===== src/rtl/wb_trace_uart.sv =====
// wb_trace_uart
//   Observes the CPU debug write-back bus and ships every register-writing
//   retirement to a host over an 8N1 UART, as one 72-bit record per event:
//     [71:40] pc, [39:37] 3'b000, [36:32] rf addr, [31:0] wdata
//   The record goes out most-significant byte first, each byte LSB first.
//   Events are queued in a FIFO. The CPU is never stalled: an event that
//   arrives while the FIFO is full is dropped and 'overflow' is latched.
//
// Ports
//   clk, reset          single clock, synchronous active-high reset
//   debug_wb_pc         PC of the retiring instruction
//   debug_wb_rf_wen     register-file write enable
//   debug_wb_rf_addr    destination register (writes to $0 are ignored)
//   debug_wb_rf_wdata   write-back data
//   uart_tx             registered serial line, idles high
//   tx_busy             FIFO non-empty or serializer active
//   overflow            sticky: an event was dropped
//   rec_count           records fully sent (wraps at 16 bits)
module wb_trace_uart #(
  parameter int CLKS_PER_BIT = 868,
  parameter int FIFO_DEPTH   = 16
) (
  input  logic        clk,
  input  logic        reset,
  input  logic [31:0] debug_wb_pc,
  input  logic        debug_wb_rf_wen,
  input  logic [4:0]  debug_wb_rf_addr,
  input  logic [31:0] debug_wb_rf_wdata,
  output logic        uart_tx,
  output logic        tx_busy,
  output logic        overflow,
  output logic [15:0] rec_count
);

  localparam int AW = $clog2(FIFO_DEPTH);
  localparam int BW = (CLKS_PER_BIT > 1) ? $clog2(CLKS_PER_BIT) : 1;
  localparam logic [AW:0]   DEPTH_C   = (AW+1)'(FIFO_DEPTH);
  localparam logic [BW-1:0] BAUD_LAST = BW'(CLKS_PER_BIT - 1);

  typedef struct packed {
    logic [31:0] pc;
    logic [2:0]  pad;
    logic [4:0]  addr;
    logic [31:0] wdata;
  } rec_t;

  typedef enum logic [1:0] {S_IDLE, S_START, S_DATA, S_STOP} state_t;

  // ---------------------------------------------------------------- FIFO
  rec_t          fifo_mem [FIFO_DEPTH];
  rec_t          rec_in;
  logic [AW-1:0] wr_ptr_q, wr_ptr_d;
  logic [AW-1:0] rd_ptr_q, rd_ptr_d;
  logic [AW:0]   count_q, count_d;
  logic          overflow_q, overflow_d;
  logic          capture, full, push, pop;

  // ------------------------------------------------------------ serializer
  state_t        state_q, state_d;
  logic [71:0]   shreg_q, shreg_d;
  logic [3:0]    byte_idx_q, byte_idx_d;
  logic [2:0]    bit_idx_q, bit_idx_d;
  logic [BW-1:0] baud_q, baud_d;
  logic [15:0]   rec_count_q, rec_count_d;
  logic          uart_tx_q, uart_tx_d;
  logic          baud_done;
  logic [7:0]    cur_byte;

  assign capture = debug_wb_rf_wen && (|debug_wb_rf_addr);
  // Fullness is judged on the count at the start of the cycle, so a pop in
  // the same cycle cannot make room for a push into a full FIFO.
  assign full    = (count_q == DEPTH_C);
  assign push    = capture && !full;
  assign pop     = (state_q == S_IDLE) && (count_q != '0);
  assign rec_in  = {debug_wb_pc, 3'b000, debug_wb_rf_addr, debug_wb_rf_wdata};

  always_comb begin
    wr_ptr_d   = wr_ptr_q + AW'(push);
    rd_ptr_d   = rd_ptr_q + AW'(pop);
    count_d    = count_q + (AW+1)'(push) - (AW+1)'(pop);
    overflow_d = overflow_q | (capture & full);
  end

  // Storage needs no reset: pointers and count define what is valid.
  always_ff @(posedge clk) begin
    if (push) fifo_mem[wr_ptr_q] <= rec_in;
  end

  // The byte on the wire is always the top byte; the register shifts left
  // by one byte after each stop bit.
  assign cur_byte  = shreg_q[71:64];
  assign baud_done = (baud_q == BAUD_LAST);

  always_comb begin
    state_d     = state_q;
    shreg_d     = shreg_q;
    byte_idx_d  = byte_idx_q;
    bit_idx_d   = bit_idx_q;
    baud_d      = baud_q;
    rec_count_d = rec_count_q;
    uart_tx_d   = 1'b1;
    unique case (state_q)
      S_IDLE: begin
        if (pop) begin
          shreg_d    = fifo_mem[rd_ptr_q];
          byte_idx_d = '0;
          bit_idx_d  = '0;
          baud_d     = '0;
          state_d    = S_START;
        end
      end
      S_START: begin
        uart_tx_d = 1'b0;
        if (baud_done) begin
          baud_d  = '0;
          state_d = S_DATA;
        end else begin
          baud_d = baud_q + 1'b1;
        end
      end
      S_DATA: begin
        uart_tx_d = cur_byte[bit_idx_q];
        if (baud_done) begin
          baud_d = '0;
          if (bit_idx_q == 3'd7) begin
            bit_idx_d = '0;
            state_d   = S_STOP;
          end else begin
            bit_idx_d = bit_idx_q + 1'b1;
          end
        end else begin
          baud_d = baud_q + 1'b1;
        end
      end
      S_STOP: begin
        uart_tx_d = 1'b1;
        if (baud_done) begin
          baud_d = '0;
          if (byte_idx_q == 4'd8) begin
            rec_count_d = rec_count_q + 1'b1;
            state_d     = S_IDLE;
          end else begin
            byte_idx_d = byte_idx_q + 1'b1;
            shreg_d    = {shreg_q[63:0], 8'h00};
            state_d    = S_START;
          end
        end else begin
          baud_d = baud_q + 1'b1;
        end
      end
      default: state_d = S_IDLE;
    endcase
  end

  always_ff @(posedge clk) begin
    if (reset) begin
      wr_ptr_q    <= '0;
      rd_ptr_q    <= '0;
      count_q     <= '0;
      overflow_q  <= 1'b0;
      state_q     <= S_IDLE;
      shreg_q     <= '0;
      byte_idx_q  <= '0;
      bit_idx_q   <= '0;
      baud_q      <= '0;
      rec_count_q <= '0;
      uart_tx_q   <= 1'b1;
    end else begin
      wr_ptr_q    <= wr_ptr_d;
      rd_ptr_q    <= rd_ptr_d;
      count_q     <= count_d;
      overflow_q  <= overflow_d;
      state_q     <= state_d;
      shreg_q     <= shreg_d;
      byte_idx_q  <= byte_idx_d;
      bit_idx_q   <= bit_idx_d;
      baud_q      <= baud_d;
      rec_count_q <= rec_count_d;
      uart_tx_q   <= uart_tx_d;
    end
  end

  assign uart_tx   = uart_tx_q;
  assign tx_busy   = (count_q != '0) || (state_q != S_IDLE);
  assign overflow  = overflow_q;
  assign rec_count = rec_count_q;

endmodule


===== config.mk =====
export PLATFORM = sky130hd
export DESIGN_NAME = wb_trace_uart
export DESIGN_NICKNAME = d
export VERILOG_FILES = /design/src/rtl/wb_trace_uart.sv
export SDC_FILE = /design/constraint.sdc
export NUM_CORES = 1
export LEC_CHECK = 0
export ABC_CLOCK_PERIOD_IN_PS = 21900
export CORE_MARGIN = 2
export CORE_UTILIZATION = 35
export CTS_BUF_LIST = sky130_fd_sc_hd__clkbuf_4
export DETAILED_ROUTE_END_ITERATION = 8
export GPL_TIMING_DRIVEN = 0
export SYNTH_ARGS = -nofsm -noshare
export SYNTH_HDL_FRONTEND = slang
export SYNTH_SLANG_ARGS = --single-unit

===== constraint.sdc =====
create_clock -name clk -period 21.9 [get_ports clk]
set_clock_uncertainty 0.1 [all_clocks]
set_input_delay 4.38 -clock clk [delete_from_list [all_inputs] [get_ports clk]]
set_output_delay 4.38 -clock clk [all_outputs]
set_load 0.03 [all_outputs]

==> run_results.csv, run 1 <==
group,metric,value,unit
power_and_ir_drop,intPower,4.34,mW
placement,port_buffers,89,
worst_setup_path,ff2ff_setup_slack,18.33,ns
synthesis,syn_nets,2666,
synthesis,synth_flop_cell,"edfxtp_1",
placement,place.gp.congestion,0.818,
route,viasPerCell,5.37,
clocking,cts_made_buffers,331,
route,dr.pass1.iters,5,
run,cap_violations,0,
synthesis,syn-instance-count,2574,
floorplan,die_area,0.141,mm2
synthesis,synth_area,0.0482,mm2
worst_setup_path,cp_cell_sequence,"inv_1, ha_1, buf_2, inv_2, nor2_8, inv_2, clkdlybuf4s50_1",
clocking,htree_levels,5,
power_and_ir_drop,comb_power_share,0.261,
placement,dp_slack,13.35,ns
placement,place_hpwl,85600,um
floorplan,coreArea,0.137,mm2
final_layout,finalNetCount,3161,
worst_setup_path,startpoint_type,"register",
route,ant_nets,0,
global_routing,grt_pass1_vias,27743,
timing,setup_viol,0,
synthesis,synth_top_cells_by_count,"edfxtp_1, mux2i_1, a22oi_1",
route,vias,27291,
timing,setup_slack,13.94,ns
floorplan,die_w,375,um
final_layout,fillers,12242,
worst_setup_path,worstPathRequired,17.42,ns
worst_setup_path,path_class,"register to output port",
worst_setup_path,path_max_fanout,10,
global_routing,grt_max_degree,24,
global_routing,grtUsageTotal,0.184,
floorplan,start_util,0.352,
final_layout,area_growth,17.3,%
power_and_ir_drop,vdd_drop_max,0.0623,mV
clocking,cts_resized,0,
worst_setup_path,cp.arrival,3.48,ns
clocking,numClockSinks,1226,
synthesis,yosys_warnings,0,
synthesis,yosysMostFrequentCell,"edfxtp_1",
route,drt-initial-drc-count,2772,
global_routing,grt-ovfl-total,0,
power_and_ir_drop,p_leak,18.0,nW
global_routing,grt_antenna_before_repair,13,
synthesis,syn_area_per_cell,18.7,um2
synthesis,async_flop_share,0,
power_and_ir_drop,pwr-share-seq,0.433,
timing,worstMarginPinSlew,1.23,ns
final_layout,layout-drive-gt1-share,0.273,
floorplan,io_pins,91,
clocking,clk_pin_slew,0.08,ns
power_and_ir_drop,netSwitchingFraction,0.312,
clocking,cts_buffer_depth,4,
outcome,outcome,"finished, final reports clean",
power_and_ir_drop,p_total,6.31,mW
route,drc,0,
worst_setup_path,critPathTopFamily,"buffers and inverters",
global_routing,grt_first_pass_wirelength,189000,um
worst_setup_path,slowest_stage,"clkdlybuf4s50_1",
timing,timing.final.crit_share,0.363,
synthesis,synth_edf_count,1104,
synthesis,yosysTopAreaCell,"edfxtp_1",
final_layout,utilization,0.412,
clocking,cts_tree,"built",
synthesis,synth.distinct_cells,68,
timing,min_period,7.96,ns
timing,hold_viol,0,
worst_setup_path,path_common_cell,"inv_2",
clocking,post_cts_buffers,0,
timing,slew_viol_final,0,
synthesis,ys_ff_latch,1226,
clocking,clock_latency,1.22,ns
worst_setup_path,crit_path_end_kind,"output port",
power_and_ir_drop,p_switching,1.97,mW
power_and_ir_drop,powerDensity,112,mW/mm2
worst_setup_path,cp_num_buf_inv,5,
synthesis,synth_area_leaders,"edfxtp_1, mux4_2, mux2i_1, dfxtp_1, a22oi_1",
timing,relSlewSlack,0.180,
floorplan,die_height,375,um
power_and_ir_drop,p_clk_frac,0.305,
timing,fmax,126,MHz
floorplan,core.rowCount,136,
synthesis,yosysSeqAreaShare,0.739,
clocking,ctsHoldBuffers,0,
synthesis,yosys.area.top_type_share,0.688,
clocking,cts-root-buf,"clkbuf_4",
worst_hold_path,hp-class,"register to register",
route,wl,130000,um
route,wl_per_cell,25.6,um
timing,tns,0,ns
worst_setup_path,max_stage_delay,0.75,ns
timing,rsz0062_at_grt,"no",
[cells in the final DEF (no fill, tap or decap), types with 7 or more instances in the layout]
master | netlist | routed
edfxtp_1 | 1104 | 1104
clkbuf_4 | 1 | 490
mux2i_1 | 250 | 250
a22oi_1 | 169 | 169
mux4_2 | 154 | 154
dfxtp_1 | 122 | 122
clkbuf_1 | 102 | 102
clkdlybuf4s50_1 | 0 | 89
nand2_1 | 83 | 83
a211oi_1 | 65 | 65
a311oi_2 | 60 | 60
buf_6 | 19 | 52
a21oi_1 | 49 | 49
nand3_1 | 45 | 45
buf_12 | 0 | 35
clkinv_1 | 0 | 33
a32oi_1 | 31 | 31
a21o_1 | 31 | 31
buf_4 | 28 | 30
nor2_1 | 34 | 22
inv_1 | 21 | 21
ha_1 | 19 | 19
buf_2 | 16 | 16
nor2b_1 | 13 | 13
nor2_4 | 0 | 12
diode_2 | 0 | 10
inv_2 | 2 | 10
or3_1 | 9 | 9
o21ai_0 | 9 | 9
xor2_1 | 8 | 8
xnor2_1 | 8 | 8
a22o_1 | 8 | 8
nand4_1 | 8 | 8
buf_1 | 7 | 7
o311ai_0 | 7 | 7
o41ai_1 | 7 | 7
[cells by family (layout without fill, tap and decap cells)]
kind of cell    count (synthesis)  count (layout)  synth area share
compound gates                466             466            0.0811
xor+xnor                       16              16           0.00291
other cells                     0              10                 0
buf+inv                       197             897            0.0210
mux                           407             407             0.125
simple gates                  242             242            0.0257
fa+ha+maj                      20              20           0.00535
flops                        1226            1226             0.739
[power by group through the flow]
stage / clock network (mW) / logic, mW / registers [mW]
after floorplan: 0 / 1.09 / 2.77
after global placement: 0 / 1.60 / 2.80
after detailed placement: 0 / 1.64 / 2.78
after CTS: 1.98 / 1.65 / 2.73
after global routing: 2.09 / 1.73 / 2.74
final: 1.93 / 1.65 / 2.73
[area by class of cell]
cell class	instances	area, um2	area share
Timing Repair Buffer	162	2050	0.0363
Multi-Input combinational cell	1151	11700	0.206
Inverter	23	86.3	0.00153
Clock buffer	489	3670	0.0650
Tap cell	1794	2240	0.0397
Buffer	174	926	0.0164
Sequential cell	1226	35600	0.630
Clock inverter	49	230	0.00408
Antenna cell	10	25.0	0.000443
[sequential cells by signal (all words and copies together), names as in the netlist]
signal and flops:
fifo_mem 1104, shreg_q 72, rec_count 16, baud_q 10
count_q 5, byte_idx_q 4, rd_ptr_q 4, wr_ptr_q 4
bit_idx_q 3, state_q 2, overflow 1, uart_tx 1
[worst paths after layout]
| check | from | to | cells after the start |
|---|---|---|---|
| hold reg to reg | overflow | overflow | 2 |
| setup / recovery | state_q[1] | tx_busy | 7 |
| setup reg to reg | count_q[2] | fifo_mem[3][19] | 10 |
| hold / removal | overflow | overflow | 2 |
[layer usage]
layer / vias to the layer above / global-route usage / share of wire
li1: 11844 / - / -
met1: 14091 / 0.250 / 0.43
met2: 1135 / 0.292 / 0.48
met3: 211 / 0.0392 / 0.073
met4: 10 / 0.0638 / 0.024
met5: - / 0 / 0.00050
[tightest hold or removal path: stages, from the launching register on]
cell and delay (ns):
dfxtp_1 0.32, inv_1 0.05, a21oi_1 0.05
[stage by stage]
| step | hold slack (ns) | instance area [um2] | std cells |
|---|---|---|---|
| after floorplan | 0.343 | 48200 | 2574 |
| after CTS | 0.383 | 56500 | 5068 |
| after detailed placement | 0.375 | 52600 | 4530 |
| after global routing | 0.404 | 56500 | 5074 |
| final | 0.368 | 56500 | 5078 |
| after global placement | 0.368 | 51300 | 4457 |
No activity file was read; power rests on OpenSTA's default activity.
==> inputs of run 2 (changes only) <==
ABC_CLOCK_PERIOD_IN_PS = 7900   (was 21900)
clock period = 7.9 ns   (was 21.9 ns; I/O delays follow)
==> results of run 2 <==
Same layout as run 1 (identical final DEF). Status: finished, final reports clean.
Main changes from that run: setup slack after placement 13.35 ns -> 2.15 ns; setup slack after layout 13.94 ns -> 2.74 ns; register-to-register setup slack 18.33 ns -> 4.33 ns; total power 6.31 mW -> 17.5 mW; worst IR drop on VDD 0.0623 mV -> 0.173 mV
